File: src/rtl/cpu_run_ctrl.sv
// cpu_run_ctrl: run controller for the single-cycle RISC-V core.
// It loads program words into instruction memory through a valid/ready port
// and holds the core in reset while idle or loading. A trigger starts a run,
// which is either free-running or advances one instruction per step rising edge.
// The run halts when the core fetches HALT_INSTR or after MAX_CYCLES executed cycles.
//
// Ports:
//   clk, rst          clock and synchronous active-high reset
//   trigger           start a run from IDLE / return to IDLE from HALT
//   step_mode, step   single-step select and step request
//   ld_valid/ld_ready/ld_data/ld_last   program loader handshake
//   instr             instruction currently fetched by the core
//   cpu_rst, cpu_en   core reset and per-cycle advance enable
//   imem_we/imem_waddr/imem_wdata       instruction-memory write port
//   state, halted, timeout, cycle_count status
module cpu_run_ctrl #(
  parameter int unsigned DATA_WIDTH = 32,
  parameter int unsigned ADDR_WIDTH = 8,
  parameter logic [DATA_WIDTH-1:0] HALT_INSTR = 32'h0000006F,
  parameter logic [31:0] MAX_CYCLES = 32'd100000
) (
  input  logic                  clk,
  input  logic                  rst,
  input  logic                  trigger,
  input  logic                  step_mode,
  input  logic                  step,
  input  logic                  ld_valid,
  output logic                  ld_ready,
  input  logic [DATA_WIDTH-1:0] ld_data,
  input  logic                  ld_last,
  input  logic [DATA_WIDTH-1:0] instr,
  output logic                  cpu_rst,
  output logic                  cpu_en,
  output logic                  imem_we,
  output logic [ADDR_WIDTH-1:0] imem_waddr,
  output logic [DATA_WIDTH-1:0] imem_wdata,
  output logic [1:0]            state,
  output logic                  halted,
  output logic                  timeout,
  output logic [31:0]           cycle_count
);

  typedef enum logic [1:0] {
    ST_IDLE = 2'd0,
    ST_LOAD = 2'd1,
    ST_RUN  = 2'd2,
    ST_HALT = 2'd3
  } state_t;

  state_t                state_r;
  state_t                state_nx_s;
  logic                  step_q_r;
  logic [ADDR_WIDTH-1:0] wptr_r;
  logic                  cpu_rst_r;
  logic                  imem_we_r;
  logic [ADDR_WIDTH-1:0] imem_waddr_r;
  logic [DATA_WIDTH-1:0] imem_wdata_r;
  logic                  halted_r;
  logic                  timeout_r;
  logic [31:0]           cycle_count_r;

  logic                  ld_ready_s;
  logic                  cpu_en_s;
  logic                  xfer_s;
  logic                  start_s;
  logic                  step_edge_s;
  logic                  cycle_hit_s;
  logic                  halt_cond_s;
  logic [ADDR_WIDTH-1:0] waddr_sel_s;

  // Next-state decode plus the combinational handshake and core-enable outputs.
  always_comb begin
    state_nx_s  = state_r;
    ld_ready_s  = 1'b0;
    cpu_en_s    = 1'b0;
    xfer_s      = 1'b0;
    start_s     = 1'b0;
    waddr_sel_s = wptr_r;
    step_edge_s = step & ~step_q_r;
    cycle_hit_s = (MAX_CYCLES != 32'd0) && (cycle_count_r == MAX_CYCLES);
    // The halt word is detected at fetch, so it is never executed.
    halt_cond_s = (instr == HALT_INSTR) || cycle_hit_s;
    case (state_r)
      ST_IDLE: begin
        ld_ready_s  = 1'b1;
        xfer_s      = ld_valid;
        // A new load always starts at word 0.
        waddr_sel_s = {ADDR_WIDTH{1'b0}};
        if (ld_valid) begin
          if (ld_last) begin
            state_nx_s = ST_IDLE;
          end else begin
            state_nx_s = ST_LOAD;
          end
        end else if (trigger) begin
          state_nx_s = ST_RUN;
          start_s    = 1'b1;
        end else begin
          state_nx_s = ST_IDLE;
        end
      end
      ST_LOAD: begin
        ld_ready_s = 1'b1;
        xfer_s     = ld_valid;
        if (ld_valid && ld_last) begin
          state_nx_s = ST_IDLE;
        end else begin
          state_nx_s = ST_LOAD;
        end
      end
      ST_RUN: begin
        cpu_en_s = (step_mode ? step_edge_s : 1'b1) & ~halt_cond_s;
        if (halt_cond_s) begin
          state_nx_s = ST_HALT;
        end else begin
          state_nx_s = ST_RUN;
        end
      end
      ST_HALT: begin
        if (trigger) begin
          state_nx_s = ST_IDLE;
        end else begin
          state_nx_s = ST_HALT;
        end
      end
      default: begin
        state_nx_s = ST_IDLE;
      end
    endcase
  end

  // State register and all registered outputs, bookkeeping and load pointer.
  always_ff @(posedge clk) begin
    if (rst) begin
      state_r       <= ST_IDLE;
      step_q_r      <= 1'b0;
      wptr_r        <= {ADDR_WIDTH{1'b0}};
      cpu_rst_r     <= 1'b1;
      imem_we_r     <= 1'b0;
      imem_waddr_r  <= {ADDR_WIDTH{1'b0}};
      imem_wdata_r  <= {DATA_WIDTH{1'b0}};
      halted_r      <= 1'b0;
      timeout_r     <= 1'b0;
      cycle_count_r <= 32'd0;
    end else begin
      state_r   <= state_nx_s;
      step_q_r  <= step;
      // Core stays in reset while idle or loading; HALT keeps core state.
      cpu_rst_r <= (state_nx_s == ST_IDLE) || (state_nx_s == ST_LOAD);
      halted_r  <= (state_nx_s == ST_HALT);
      imem_we_r <= xfer_s;
      if (xfer_s) begin
        imem_waddr_r <= waddr_sel_s;
        imem_wdata_r <= ld_data;
        wptr_r       <= waddr_sel_s + ADDR_WIDTH'(1);
      end
      if (start_s) begin
        cycle_count_r <= 32'd0;
        timeout_r     <= 1'b0;
      end else begin
        if (cpu_en_s && (cycle_count_r != 32'hFFFF_FFFF)) begin
          cycle_count_r <= cycle_count_r + 32'd1;
        end
        if ((state_r == ST_RUN) && cycle_hit_s) begin
          timeout_r <= 1'b1;
        end
      end
    end
  end

  assign ld_ready    = ld_ready_s;
  assign cpu_en      = cpu_en_s;
  assign cpu_rst     = cpu_rst_r;
  assign imem_we     = imem_we_r;
  assign imem_waddr  = imem_waddr_r;
  assign imem_wdata  = imem_wdata_r;
  assign state       = state_r;
  assign halted      = halted_r;
  assign timeout     = timeout_r;
  assign cycle_count = cycle_count_r;

endmodule

File: config.mk
export PLATFORM = sky130hd
export DESIGN_NAME = cpu_run_ctrl
export DESIGN_NICKNAME = d
export VERILOG_FILES = /design/src/rtl/cpu_run_ctrl.sv
export SDC_FILE = /design/constraint.sdc
export NUM_CORES = 1
export LEC_CHECK = 0
export ABC_AREA = 1
export BUFFER_PORTS_ARGS = -buffer_cell sky130_fd_sc_hd__buf_2
export CORE_MARGIN = 2
export CORE_UTILIZATION = 45
export DETAILED_ROUTE_END_ITERATION = 12
export PLACE_DENSITY = 0.77
export RECOVER_POWER = 50
export SYNTH_ARGS = -nofsm -noshare
export SYNTH_HDL_FRONTEND = slang
export SYNTH_SLANG_ARGS = --single-unit
export TNS_END_PERCENT = 1
File: constraint.sdc
create_clock -name clk -period 4.2 [get_ports clk]
set_input_delay 0 -clock clk [delete_from_list [all_inputs] [get_ports clk]]
set_output_delay 0 -clock clk [all_outputs]
set_load 0.01 [all_outputs]
After elaboration in Yosys (flattened, before gate mapping)
Index checks and enable logic that the tools add are counted.
- word-level logic and storage cells: 48
- memories: 0
- input port bits: 71
- output and inout port bits: 80
- memory bits (writable): 0
- bits in latches: 0
- ROM bits: 0
- flip-flop bits (word level): 87
- $mul: 0
- add/sub/neg operators: 2
- divide/modulo/power cells: 0
- shift operators: 0
- bitwise logic cells: 4
- order comparisons: 0
- multiplexer cells: 15
- equal/unequal tests: 8
- reductions and logical operators: 9
- operators by type and width (cell ; number):
    32-bit by 1-bit adder with 32-bit output, second input constant ; 1
    32-bit by 17-bit equality test with 1-bit output, second input constant ; 1
    32-bit by 7-bit equality test with 1-bit output, second input constant ; 1
    32-bit inequality test, second input constant ; 1
    1-bit two-way mux ; 10
    8-bit by 1-bit adder with 8-bit output, second input constant ; 1
    8-bit two-way mux ; 1
    2-bit case mux with 4 select lines ; 1
    2-bit equality test, second input constant ; 3
    2-bit two-way mux ; 3
    2-bit by 1-bit equality test with 1-bit output, second input constant ; 2
    2-bit logical NOT ; 2
    2-bit OR reduction ; 2
    1-bit logical AND ; 3
    1-bit bitwise AND ; 2
    1-bit logical OR ; 2
    1-bit inverter ; 2

Depth between registers and ports, before layout
- word-level depth: 6
- gate-level depth with buffers: 12
- mapped depth without buffers: 12

Worst setup path before layout
OpenSTA, ideal clock, no wires.
- path kind: register -> register
- start point: reg state_r[1], in the netlist state[1]
- end point: reg wptr_r[6]
- data required time: 4069 ps
- arrival: 1612 ps
- clock period less this slack: 1743 ps
- library setup time: 131 ps
- buffers on the path: 0
- stages on the path, launching flop included: 11
- setup slack: 2457 ps
- path through: dfxtp_1 -> inv_2 -> nand2_2 -> inv_2 -> nor2_2 -> ha_1 -> inv_1 -> nor3_2 -> nand3_1 -> nor4_1 -> nor3_1
- word-level cells in the longest chain between the ends: 3
- elaborated cells on any way between the ends: 6
- classes of those cells: add/sub (1); eq/ne (1); mux (2); reduce/logical (2)
- RTL lines (element ; RTL line ; source):
    start, declared ; 50 ; state_t state_r;
    start signal, assigned ; 146 ; state_r <= state_nx_s;
    2-bit logical NOT ; 83 ; case (state_r)
    8-bit two-way mux ; 83 ;
    net waddr_sel_s[0] ; 69 ; logic [ADDR_WIDTH-1:0] waddr_sel_s;
    8-bit by 1-bit adder with 8-bit output ; 155 ; wptr_r <= waddr_sel_s + ADDR_WIDTH'(1);
    end signal, assigned ; 137 ; wptr_r <= {ADDR_WIDTH{1'b0}};
    end signal, assigned ; 155 ;
    end, declared ; 53 ; logic [ADDR_WIDTH-1:0] wptr_r;
The timed path passes the listed nets, and every way through them passes these cells.
A chain may end at the register's enable or synchronous reset.

Final worst setup path
- start point: reg cycle_count_r[0], in the netlist cycle_count[0]
- end point: reg cycle_count_r[0], in the netlist cycle_count[0]
- word-level cells in the longest chain between the ends: 6
- elaborated cells on any way between the ends: 8
- classes of those cells: add/sub (1); eq/ne (2); mux (1); bitwise (2); reduce/logical (2)
- RTL lines (element ; RTL line ; source):
    start, declared ; 60 ; logic [31:0] cycle_count_r;
    start signal, assigned ; 162 ; cycle_count_r <= cycle_count_r + 32'd1;
    branches (longest 6 deep; another with 32-bit by 1-bit adder with 32-bit output) ; -- ;
Parallel ways; which one is timed is not known.

==> summary.md <==
| Metric | Value |
|---|---|
| Slew Limit Fails | `0` |
| Worst vdd ir | `159 µV` |
| Non-Filler Instances | `1099` |
| Overall routing resource usage | `0.255` |
| Largest net degree at the start of global routing | `47` |
| Vias post-DR | `5678` |
| I/O pin count | `151` |
| Most common cell after layout, fill and taps aside | `nand2_1` |
| Critical path class | `reg -> reg` |
| Sw Share | `0.326` |
| Crit path capture type | `flop` |
| Antenna viol nets, final | `0` |
| Status | `finished clean` |
| Floorplan row count | `38` |
| First-pass GRT wire length | `23700 µm` |
| Net Count, Synth | `856` |
| Met2 wire length | `6930 µm` |
| Post-Syn Area per Cell | `6.28 µm²` |
| Die X-Extent | `108 µm` |
| Power Density | `295 nW/µm²` |
| DRT met1 WL | `6600 µm` |
| H-Tree Depth | `3` |
| Root buffer cell | `clkbuf_8` |
| Cell internal pwr | `1.22 mW` |
| Post-synth top area share | `0.355` |
| Post-Syn Instances | `782` |
| Routed WL | `15300 µm` |
| Max layer used | `met4` |
| Crit share post-route | `0.605` |
| Clock buffer count from CTS | `9` |
| Grt ovf | `0` |
| Synthesized cell area | `4910 µm²` |
| WP data arrival | `2.79 ns` |
| Metal3 WL | `1250 µm` |
| Fmax | `0.394 GHz` |
| Setup crit start kind | `flop` |
| Top_reg_cell synth | `dfxtp_1` |
| Via density | `5.17` |
| Worst Clk Skew | `0.0113 ns` |
| Layout cells sized above 1 | `0.132` |
| RSZ-0062 raised after global routing | `false` |
| CTS max path bufs | `2` |
| Worst Tran Pin Value | `0.995 ns` |
| TritonCTS clock tree | `yes` |
| TNS Setup | `0 ns` |
| Critical path's slowest cell | `nand3b_1` |
| Die ar. | `11800 µm²` |
| Sequential share of power | `0.495` |
| Final Hold Fails | `0` |
| FFs w/ async S/R, synth | `0` |
| WL/cell | `13.9 µm` |
| CP max stage delay | `0.54 ns` |
| Vias in the first global route | `5075` |
| Unique masters post-synth | `37` |
| Logic gate share of total power | `0.179` |
| Clock latency on the worst-skew pair | `0.37 ns` |
| Relative slew margins | `0.336` |
| I/O Buffers | `150` |
| Finish-stage setup viols | `0` |
| Placer Congestion | `0.975` |
| Max Cap Viol | `0` |
| Placed Cells | `1047` |
| Min-delay worst type | `in -> reg` |
| Pre-Repair DR Iteration Count | `6` |
| Max FO, Critical Path | `18` |
| Drt initial violations | `469` |
| DP HPWL | `10500 µm` |
| Fin crit period | `2.54 ns` |
| P_sw | `0.592 mW` |
| Core area | `10700 µm²` |
| Area growth from synthesis to layout | `25.4%` |
| Reg clk slew, reported paths | `0.10 ns` |
| Clock sink total | `87` |
| Clk pwr share | `0.325` |
| Starting Density | `0.457` |
| Die height | `108 µm` |
| EDFF count, synth | `0` |
| Top cells by area, synth | `dfxtp_1 (35%), nand2_1 (16%), nor2_1 (15%)` |
| Synth warn | `0` |
| Commonest non-fill, non-tap cells in the layout | `nand2_1 (205), nor2_1 (198), dfxtp_1 (87)` |
| CP Data Required Time | `4.45 ns` |
| Lkg Pwr | `2.49 nW` |
| Post-CTS Setup Bufs | `0` |
| Initial antenna violation count | `0` |
| CP Cell Sequence | `ha_1 -> nand2_2 -> nor2_8 -> nand2_4 -> nor2_4 -> nand3b_1 -> buf_4 -> nand4_1 -> a21oi_1` |
| Sequential area share after synthesis | `0.355` |
| ANT cells | `0` |
| Synthesis-stage register bit count | `87` |
| DRC violation count after routing | `0` |
| Nets | `1028` |
| Dominant cell type by area after synthesis | `dfxtp_1` |
-- metal layers --
| layer | track usage | vias to the layer above |
|---|---|---|
| li1 | - | 2829 |
| met1 | 0.332 | 2548 |
| met2 | 0.404 | 258 |
| met3 | 0.0488 | 43 |
| met4 | 0.120 | 0 |
| met5 | 0 | - |
-- registers in the layout, summed over array words and instances, names as in the netlist --
register and cells:
cycle_count 32, imem_wdata 32, imem_waddr 8, wptr_r 8, state 2, cpu_rst 1, halted 1, imem_we 1
step_q_r 1, timeout 1
-- path summary, 6_finish.rpt --
| kind | cells past startpoint | slack [ns] | startpoint | endpoint |
|---|---|---|---|---|
| worst max-delay path | 9 | 1.66 | cycle_count[0] | cycle_count[0] |
| worst min-delay path | 4 | 0.01 | ld_valid | state[1] |
| worst max register to register | 9 | 1.66 | cycle_count[0] | cycle_count[0] |
| worst min register to register | 2 | 0.48 | timeout | timeout |
-- timing repair --
item / in CTS / in global routing
resized for setup: 0 / 0
endpoints found under the hold margin: 40 / 0
hold buffers: 36 / 0
-- worst max-delay path: cells and delay by family (launching register included) --
family	cells	cell delay, ns
and+or+nand+nor	6	1.15
DFF	1	0.46
AOI/OAI and AO/OA	1	0.07
buffers and inverters	1	0.43
adders and majority gates	1	0.31
-- area by class of cell --
| type | count | area (µm²) |
|---|---|---|
| multi-input combinational | 601 | 2760 |
| clock inverter | 7 | 70.1 |
| tap | 140 | 175 |
| inverter | 65 | 244 |
| timing repair buffer | 190 | 1040 |
| clock buffer | 9 | 124 |
| fill | 1081 | 4590 |
| sequential | 87 | 1740 |
-- Yosys cell counts (7+ instances only) --
library cell  instances
nand3_1              34
inv_1                58
a21oi_1              33
buf_2                 7
inv_2                 7
a21oi_2              12
nor2_1              198
clkbuf_1             13
dfxtp_1              87
o21ai_0              51
xor2_1                8
nand4_1              20
nand2_1             204
-- power by group through the flow --
stage | clock, mW | combinational [mW] | sequential [mW]
3_5_place_dp | 0 | 0.304 | 0.915
3_3_place_gp | 0 | 0.300 | 0.913
5_1_grt | 0.637 | 0.360 | 0.905
4_1_cts | 0.602 | 0.331 | 0.896
2_1_floorplan | 0 | 0.164 | 0.937
6_report | 0.591 | 0.326 | 0.899
-- logic make-up (layout without fill, tap and decap cells) --
family / count (synthesis) / count (layout) / synth area share
AND/OR/NAND/NOR: 487 / 487 / 0.423
AO/OA/AOI/OAI: 101 / 101 / 0.114
buffers and inverters: 94 / 271 / 0.0828
flip-flops: 87 / 87 / 0.355
XOR/XNOR: 10 / 10 / 0.0178
adder cells (fa/ha/maj): 3 / 3 / 0.00764
-- stage by stage --
| step | worst slack [ns] | instance area (µm²) | power, mW | hold slack (ns) | utilization |
|---|---|---|---|---|---|
| 2_1_floorplan | 2.46 | 4910 | 1.10 | 0.0839 | - |
| 3_3_place_gp | 1.79 | 5700 | 1.21 | 0.217 | 0.531 |
| 3_5_place_dp | 1.69 | 5700 | 1.22 | 0.231 | 0.531 |
| 4_1_cts | 1.68 | 6260 | 1.83 | 0.00351 | 0.582 |
| 5_1_grt | 1.48 | 6160 | 1.90 | 0.0310 | 0.573 |
| 6_report | 1.66 | 6160 | 1.82 | 0.0131 | 0.573 |
Power figures use the tool's default switching activity.
